===== src/rtl/demux1to2_32_if.sv =====
// demux1to2_32_if: producer-side and two consumer-side valid/ready buses of the 1-to-2 word demux
interface demux1to2_32_if;
  logic [31:0] IN_DATA;
  logic        IN_SEL;
  logic        IN_VALID;
  logic        IN_READY;
  logic [31:0] A_DATA;
  logic        A_VALID;
  logic        A_READY;
  logic [31:0] B_DATA;
  logic        B_VALID;
  logic        B_READY;
  modport master (
    output IN_DATA, IN_SEL, IN_VALID, A_READY, B_READY,
    input  IN_READY, A_DATA, A_VALID, B_DATA, B_VALID
  );
  modport slave (
    input  IN_DATA, IN_SEL, IN_VALID, A_READY, B_READY,
    output IN_READY, A_DATA, A_VALID, B_DATA, B_VALID
  );
endinterface


===== src/rtl/demux1to2_32.sv =====
// demux1to2_32: registered 1-to-2 demux steering 32-bit words into two independent FWFT queues A/B
//   clk, rst : clock, asynchronous active-high reset
//   bus      : slave side of demux1to2_32_if (IN_* producer, A_* / B_* consumers)
//   A_CNT, B_CNT : words delivered per queue, present only with DEMUX1TO2_CNT_EN defined
module demux1to2_32 #(
  parameter int DEPTH = 2,
  parameter int AW    = 1
) (
  input  logic                clk,
  input  logic                rst,
  demux1to2_32_if.slave       bus
`ifdef DEMUX1TO2_CNT_EN
  ,
  output logic [31:0]         A_CNT,
  output logic [31:0]         B_CNT
`endif
);
  localparam logic [AW:0] FULL = (AW+1)'(DEPTH);
  logic [1:0][AW:0] w_cnt;
  logic [1:0][31:0] w_head;
  logic [1:0]       w_ready;
  logic [1:0]       w_pop;
  logic             w_accept;
  assign w_ready      = {bus.B_READY, bus.A_READY};
  // readiness looks only at the selected queue's registered count, never at the consumers
  assign bus.IN_READY = w_cnt[bus.IN_SEL] != FULL;
  assign w_accept     = bus.IN_VALID & bus.IN_READY;
  for (genvar g = 0; g < 2; g++) begin : g_q
    logic [31:0]   r_mem [DEPTH];
    logic [AW-1:0] r_wp;
    logic [AW-1:0] r_rp;
    logic [AW:0]   r_cnt;
    logic          w_push;
    assign w_push   = w_accept & (bus.IN_SEL == 1'(g));
    assign w_pop[g] = (r_cnt != '0) & w_ready[g];
    // pointers wrap naturally because DEPTH is 2**AW
    always_ff @(posedge clk or posedge rst)
      if (rst) begin
        r_wp  <= '0;
        r_rp  <= '0;
        r_cnt <= '0;
        for (int i = 0; i < DEPTH; i++) r_mem[i] <= '0;
      end else begin
        if (w_push) begin
          r_mem[r_wp] <= bus.IN_DATA;
          r_wp        <= r_wp + AW'(1);
        end
        if (w_pop[g]) r_rp <= r_rp + AW'(1);
        r_cnt <= r_cnt + (AW+1)'(w_push) - (AW+1)'(w_pop[g]);
      end
    assign w_cnt[g]  = r_cnt;
    assign w_head[g] = r_mem[r_rp];
  end
  assign bus.A_VALID = w_cnt[0] != '0;
  assign bus.B_VALID = w_cnt[1] != '0;
  assign bus.A_DATA  = w_head[0];
  assign bus.B_DATA  = w_head[1];
`ifdef DEMUX1TO2_CNT_EN
  logic [31:0] r_a_cnt;
  logic [31:0] r_b_cnt;
  always_ff @(posedge clk or posedge rst)
    if (rst) begin
      r_a_cnt <= '0;
      r_b_cnt <= '0;
    end else begin
      if (w_pop[0]) r_a_cnt <= r_a_cnt + 32'd1;
      if (w_pop[1]) r_b_cnt <= r_b_cnt + 32'd1;
    end
  assign A_CNT = r_a_cnt;
  assign B_CNT = r_b_cnt;
`endif
endmodule


===== src/flat_wrapper.sv =====
// flat-port wrapper written by rule: the top's interface ports become plain ports
module demux1to2_32_flat 
#(
  parameter int DEPTH = 2,
  parameter int AW    = 1
)
  (clk, rst, bus_IN_DATA, bus_IN_SEL, bus_IN_VALID, bus_A_READY, bus_B_READY, bus_IN_READY, bus_A_DATA, bus_A_VALID, bus_B_DATA, bus_B_VALID);
  demux1to2_32_if bus_i ();
  input  logic clk;
  input  logic rst;
  input wire logic [$bits(bus_i.IN_DATA)-1:0] bus_IN_DATA;
  input wire logic [$bits(bus_i.IN_SEL)-1:0] bus_IN_SEL;
  input wire logic [$bits(bus_i.IN_VALID)-1:0] bus_IN_VALID;
  input wire logic [$bits(bus_i.A_READY)-1:0] bus_A_READY;
  input wire logic [$bits(bus_i.B_READY)-1:0] bus_B_READY;
  output wire logic [$bits(bus_i.IN_READY)-1:0] bus_IN_READY;
  output wire logic [$bits(bus_i.A_DATA)-1:0] bus_A_DATA;
  output wire logic [$bits(bus_i.A_VALID)-1:0] bus_A_VALID;
  output wire logic [$bits(bus_i.B_DATA)-1:0] bus_B_DATA;
  output wire logic [$bits(bus_i.B_VALID)-1:0] bus_B_VALID;
  assign bus_i.IN_DATA = bus_IN_DATA;
  assign bus_i.IN_SEL = bus_IN_SEL;
  assign bus_i.IN_VALID = bus_IN_VALID;
  assign bus_i.A_READY = bus_A_READY;
  assign bus_i.B_READY = bus_B_READY;
  assign bus_IN_READY = bus_i.IN_READY;
  assign bus_A_DATA = bus_i.A_DATA;
  assign bus_A_VALID = bus_i.A_VALID;
  assign bus_B_DATA = bus_i.B_DATA;
  assign bus_B_VALID = bus_i.B_VALID;
  demux1to2_32 #(.DEPTH(DEPTH), .AW(AW)) u_core (.clk(clk), .rst(rst), .bus(bus_i));
endmodule

===== config.mk =====
export PLATFORM = sky130hd
export DESIGN_NAME = demux1to2_32_flat
export DESIGN_NICKNAME = d
export VERILOG_FILES = /design/src/rtl/demux1to2_32_if.sv /design/src/rtl/demux1to2_32.sv /design/src/flat_wrapper.sv
export SDC_FILE = /design/constraint.sdc
export NUM_CORES = 1
export LEC_CHECK = 0
export ABC_AREA = 1
export CAP_MARGIN = 20
export CORE_MARGIN = 2
export CORE_UTILIZATION = 46
export DETAILED_ROUTE_END_ITERATION = 12
export PLACE_DENSITY = 0.74
export REMOVE_ABC_BUFFERS = 1
export SLEW_MARGIN = 25
export SYNTH_ARGS = -nofsm -noshare
export SYNTH_HDL_FRONTEND = slang
export SYNTH_SLANG_ARGS = --single-unit

===== constraint.sdc =====
create_clock -name clk -period 6.24 [get_ports clk]
set_input_delay 1.248 -clock clk [delete_from_list [all_inputs] [get_ports clk]]
set_output_delay 1.248 -clock clk [all_outputs]
set_load 0.05 [all_outputs]

Word level (Yosys, flattened, before mapping)
Index checks and enable logic that the tools add are counted.
W data, S select, Z words.
Operators by class
  add/subtract/negate cells: 8
  magnitude comparators: 7
  equality and inequality tests: 1
  mux-type cells: 14
  bitwise logic cells: 10
  reduce and logical (&&, ||, !) cells: 4
Operator list (number)
  $mux W32: 8
  $bwmux W64: 2
  $demux W32 S1: 2
  $ge A2 B2 Y1 const B: 4
  $not A1 Y2: 4
  $and A1 B1 Y1: 5
  $add A1 B1 Y1 const B: 4
  $add A2 B1 Y2: 2
  $lt A2 B1 Y1 const B: 2
  $mux W2: 2
  $reduce_bool A2 Y1: 2
  $sub A2 B1 Y2: 2
  $logic_and A1 B1 Y1: 2
  $lt A1 B2 Y1 const B: 1
  $ne A2 B2 Y1 const B: 1
  $not A1 Y1: 1
Word-level totals
  register bits after elaboration: 136
  bits of input ports: 38
  output and inout bits: 67
  word-level logic and storage cells: 54

Longest topological paths before layout
  depth after elaboration: 7
  gate-level depth with buffers: 8
  mapped depth without buffers: 7

Worst setup path after synthesis
OpenSTA, ideal clock, no wires.
  path type: register to output
  start point: reg u_core.g_q[1].r_rp
  end point: out bus_B_DATA[23]
  arrival time: 1.841 ns
  required time: 4.992 ns
  setup slack: 3.151 ns
  cell stages (with the launch flop): 4
  path buffers: 2
  cells stage by stage: dfrtp_1 clkbuf_1 clkbuf_1 o21ai_0
Between the ends
  word-level cells in the longest chain between the ends: 4
Ends and longest elaborated chain
  from (decl): line demux1to2_32.sv:31  | logic [AW-1:0] r_rp;
  from (signal assigned): line demux1to2_32.sv:48  | if (w_pop[g]) r_rp <= r_rp + AW'(1);
  $not A1 Y2 (not written as such): line demux1to2_32.sv:52  | assign w_head[g] = r_mem[r_rp];
  $mux W32 (not written as such) (3 in a row): line demux1to2_32.sv:52
  to (decl): line flat_wrapper.sv:19  | output wire logic [$bits(bus_i.B_DATA)-1:0] bus_B_DATA;
Every way passes these cells. The select of a mux whose other input is x is not followed.

Worst setup path in the final report
  start point: in bus_IN_SEL
  end point: out bus_IN_READY
Between the ends
  word-level cells in the longest chain between the ends: 3
Ends and longest elaborated chain
  from (decl): line flat_wrapper.sv:12  | input wire logic [$bits(bus_i.IN_SEL)-1:0] bus_IN_SEL;
  $mux W2 (not written as such) (2 in a row): line demux1to2_32.sv:26  | assign bus.IN_READY = w_cnt[bus.IN_SEL] != FULL;
  $ne A2 B2 Y1: line demux1to2_32.sv:26
  to (decl): line flat_wrapper.sv:16  | output wire logic [$bits(bus_i.IN_READY)-1:0] bus_IN_READY;
Every way passes these cells. The select of a mux whose other input is x is not followed.

==> impl_metrics.ini <==
[run_status]
outcome = complete, no violations

[detailed_routing]
first_pass_iters = 6
ant_nets = 0
via_per_inst = 4.98
drc = 0
post_drt_wl_per_cell_microns = 14.3
totalWireLength_mm = 15.3
num_vias = 5327
dr.first_iter.drc_count = 403

[timing]
fin_setup_tns_ps = 0
max_freq_ghz = 0.241
slew_headroom = 0.400
finalSetupViolCount = 0
maxSlewViolCount = 0
fin_crit_sh = 0.664
whs_ps = 499
worstMarginPinSlew_ps = 898
hold_violations = 0
post-route-min-period_ps = 4140
clock_skew_ps = 7.53
rsz0062_at_grt = false

[critical_path]
reg2reg_from = u_core.g_q[0].r_cnt[1]
critPathKind = in -> out
path_delay_family = buffers and inverters
crit_top_cell = clkdlybuf4s50_1
rrSetupSlack_ps = 3680
cp_slowest_stage_delay_ps = 790
start_kind = input pin
r2r_end = u_core.g_q[0].r_mem[59]
worstPathArrival_ps = 2890
worst-path-buf-inv = 3
critPathRequiredTime_ps = 4990
cp_max_fo = 4
end_kind = output port
rr_worst_depth = 6
slowest_stage = clkdlybuf4s50_1
crit_chain = clkdlybuf4s50_1, nand3_4, o21ai_0, inv_1, clkdlybuf4s50_1

[worst_hold_path]
min_path_cells = 2
hold_start = u_core.g_q[1].r_mem[21]
hold_path_class = reg -> reg
min_to = u_core.g_q[1].r_mem[21]

[synth]
synth_seq_cells = 136
netlist_top_cells_area = dfrtp_1 52%, nand2_1 17%, o21ai_0 7.6%
synth_top_cell_area_share = 0.521
yosysSeqAreaShare = 0.521
synthesis.area_sq_um = 6530
synthCells = 799
synth_top_area_cell = dfrtp_1
yosysUniqueCellTypes = 20
syn_avg_cell_area_sq_um = 8.18
yosysWarnings = 0

[clocking]
cts_buffer_depth = 2
cts-hold-fix-buffers = 0
post_cts.repair.setup_buffers = 0
clkTransAtPathRegs_ps = 50
clkLatencyLatePin_ps = 420
numClockSinks = 136
post_cts_resized = 0
cts_root_buffer = clkbuf_16
cts_tree = done
numCtsBuffers = 17
htreeDepth = 4

[global_route]
grt_pass1_vias = 5072
antenna_found_initial = 0
grt_pass1_wl_mm = 25.3
grt_max_degree = 90
grt.total_usage = 0.216
overflow = 0

[placed_design]
portBuffers = 104
dp_hpwl_mm = 8.69
gp_congestion = 0.738
placed_area_sq_um = 7580

[final_layout]
drive_gt1_frac = 0.0539
final_net_count = 919
diodes = 0
area_growth_pct = 25.4
post-route-cell-area_sq_um = 8190
final_util = 0.590

[floorplanning]
dieArea_sq_um = 15200
ios = 105
coreArea_sq_um = 13900
initial_core_util = 0.471
die_x_microns = 123
die_h_microns = 123
core.rowCount = 43

[flow_run]
maxCapViolations = 0
## layout by cell type, fill, tap and decap left out, types with 6 or more instances in the layout
| master | count |
|---|---|
| clkdlybuf4s50_1 | 104 |
| o21bai_1 | 64 |
| o21ai_0 | 99 |
| clkinv_2 | 6 |
| inv_1 | 106 |
| xnor2_1 | 6 |
| dfrtp_1 | 134 |
| o21ai_1 | 30 |
| clkbuf_16 | 17 |
| nand2_1 | 291 |
## metal layers
layer	vias to the layer above	global-route usage	part of all wire
met3	16	0.0424	0.052
met1	2534	0.294	0.46
met2	145	0.350	0.47
met4	0	0.0682	0.012
met5	-	0	0
li1	2632	-	-
## cell type report
type | instances | area (sq um)
clock buffer | 23 | 488
timing repair buffer | 108 | 1070
clock inverter | 9 | 120
multi-input combinational | 505 | 2460
fill | 1298 | 5690
inverter | 109 | 414
tap | 180 | 225
sequential | 136 | 3410
## cells in the mapped netlist (all sizes together)
cell type and count:
o21bai 64, inv 109, nor2 4, nand4 1, xnor2 6, nand2 291
nand3 2, or2 2, o21ai 129, buf 30, xor2 2, clkbuf 19
ha 4, dfrtp 136
## state kept, by name, indices dropped and copies added, names as in the netlist
signal            count
u_core.g_q.r_wp       2
u_core.g_q.r_mem    128
u_core.g_q.r_cnt      4
u_core.g_q.r_rp       2
## cells by family (layout without fill, tap and decap cells)
| group | Yosys count | count (layout) | synth area share |
|---|---|---|---|
| compound gates | 193 | 193 | 0.172 |
| xor+xnor | 8 | 8 | 0.0107 |
| fa+ha+maj | 4 | 4 | 0.00766 |
| buf+inv | 158 | 249 | 0.102 |
| flops | 136 | 136 | 0.521 |
| simple gates | 300 | 300 | 0.186 |
## how the worst max path moves through the flow
stage | startpoint | endpoint | slack (ps) | cells after the start
after floorplan | rst | u_core.g_q[0].r_cnt[0] | 1350 | 1
after global placement | bus_IN_SEL | bus_IN_READY | 2120 | 5
after detailed placement | bus_IN_SEL | bus_IN_READY | 2090 | 5
after CTS | bus_IN_SEL | bus_IN_READY | 2090 | 5
after global routing | bus_IN_SEL | bus_IN_READY | 2070 | 5
final | bus_IN_SEL | bus_IN_READY | 2100 | 5
## stage by stage
step                      instances  setup WS (ps)
after floorplan                 750           1350
after global placement         1038           2120
after detailed placement       1038           2090
after CTS                      1070           2090
after global routing           1070           2070
final                          1070           2100
## worst min-delay path: stages, from the launching register on
cell	delay, ps
dfrtp_1	330
o21ai_0	80
nand2_1	60
Power is not shown: default switching activity piles up to over one toggle a cycle in this logic, so the estimate is an artifact.
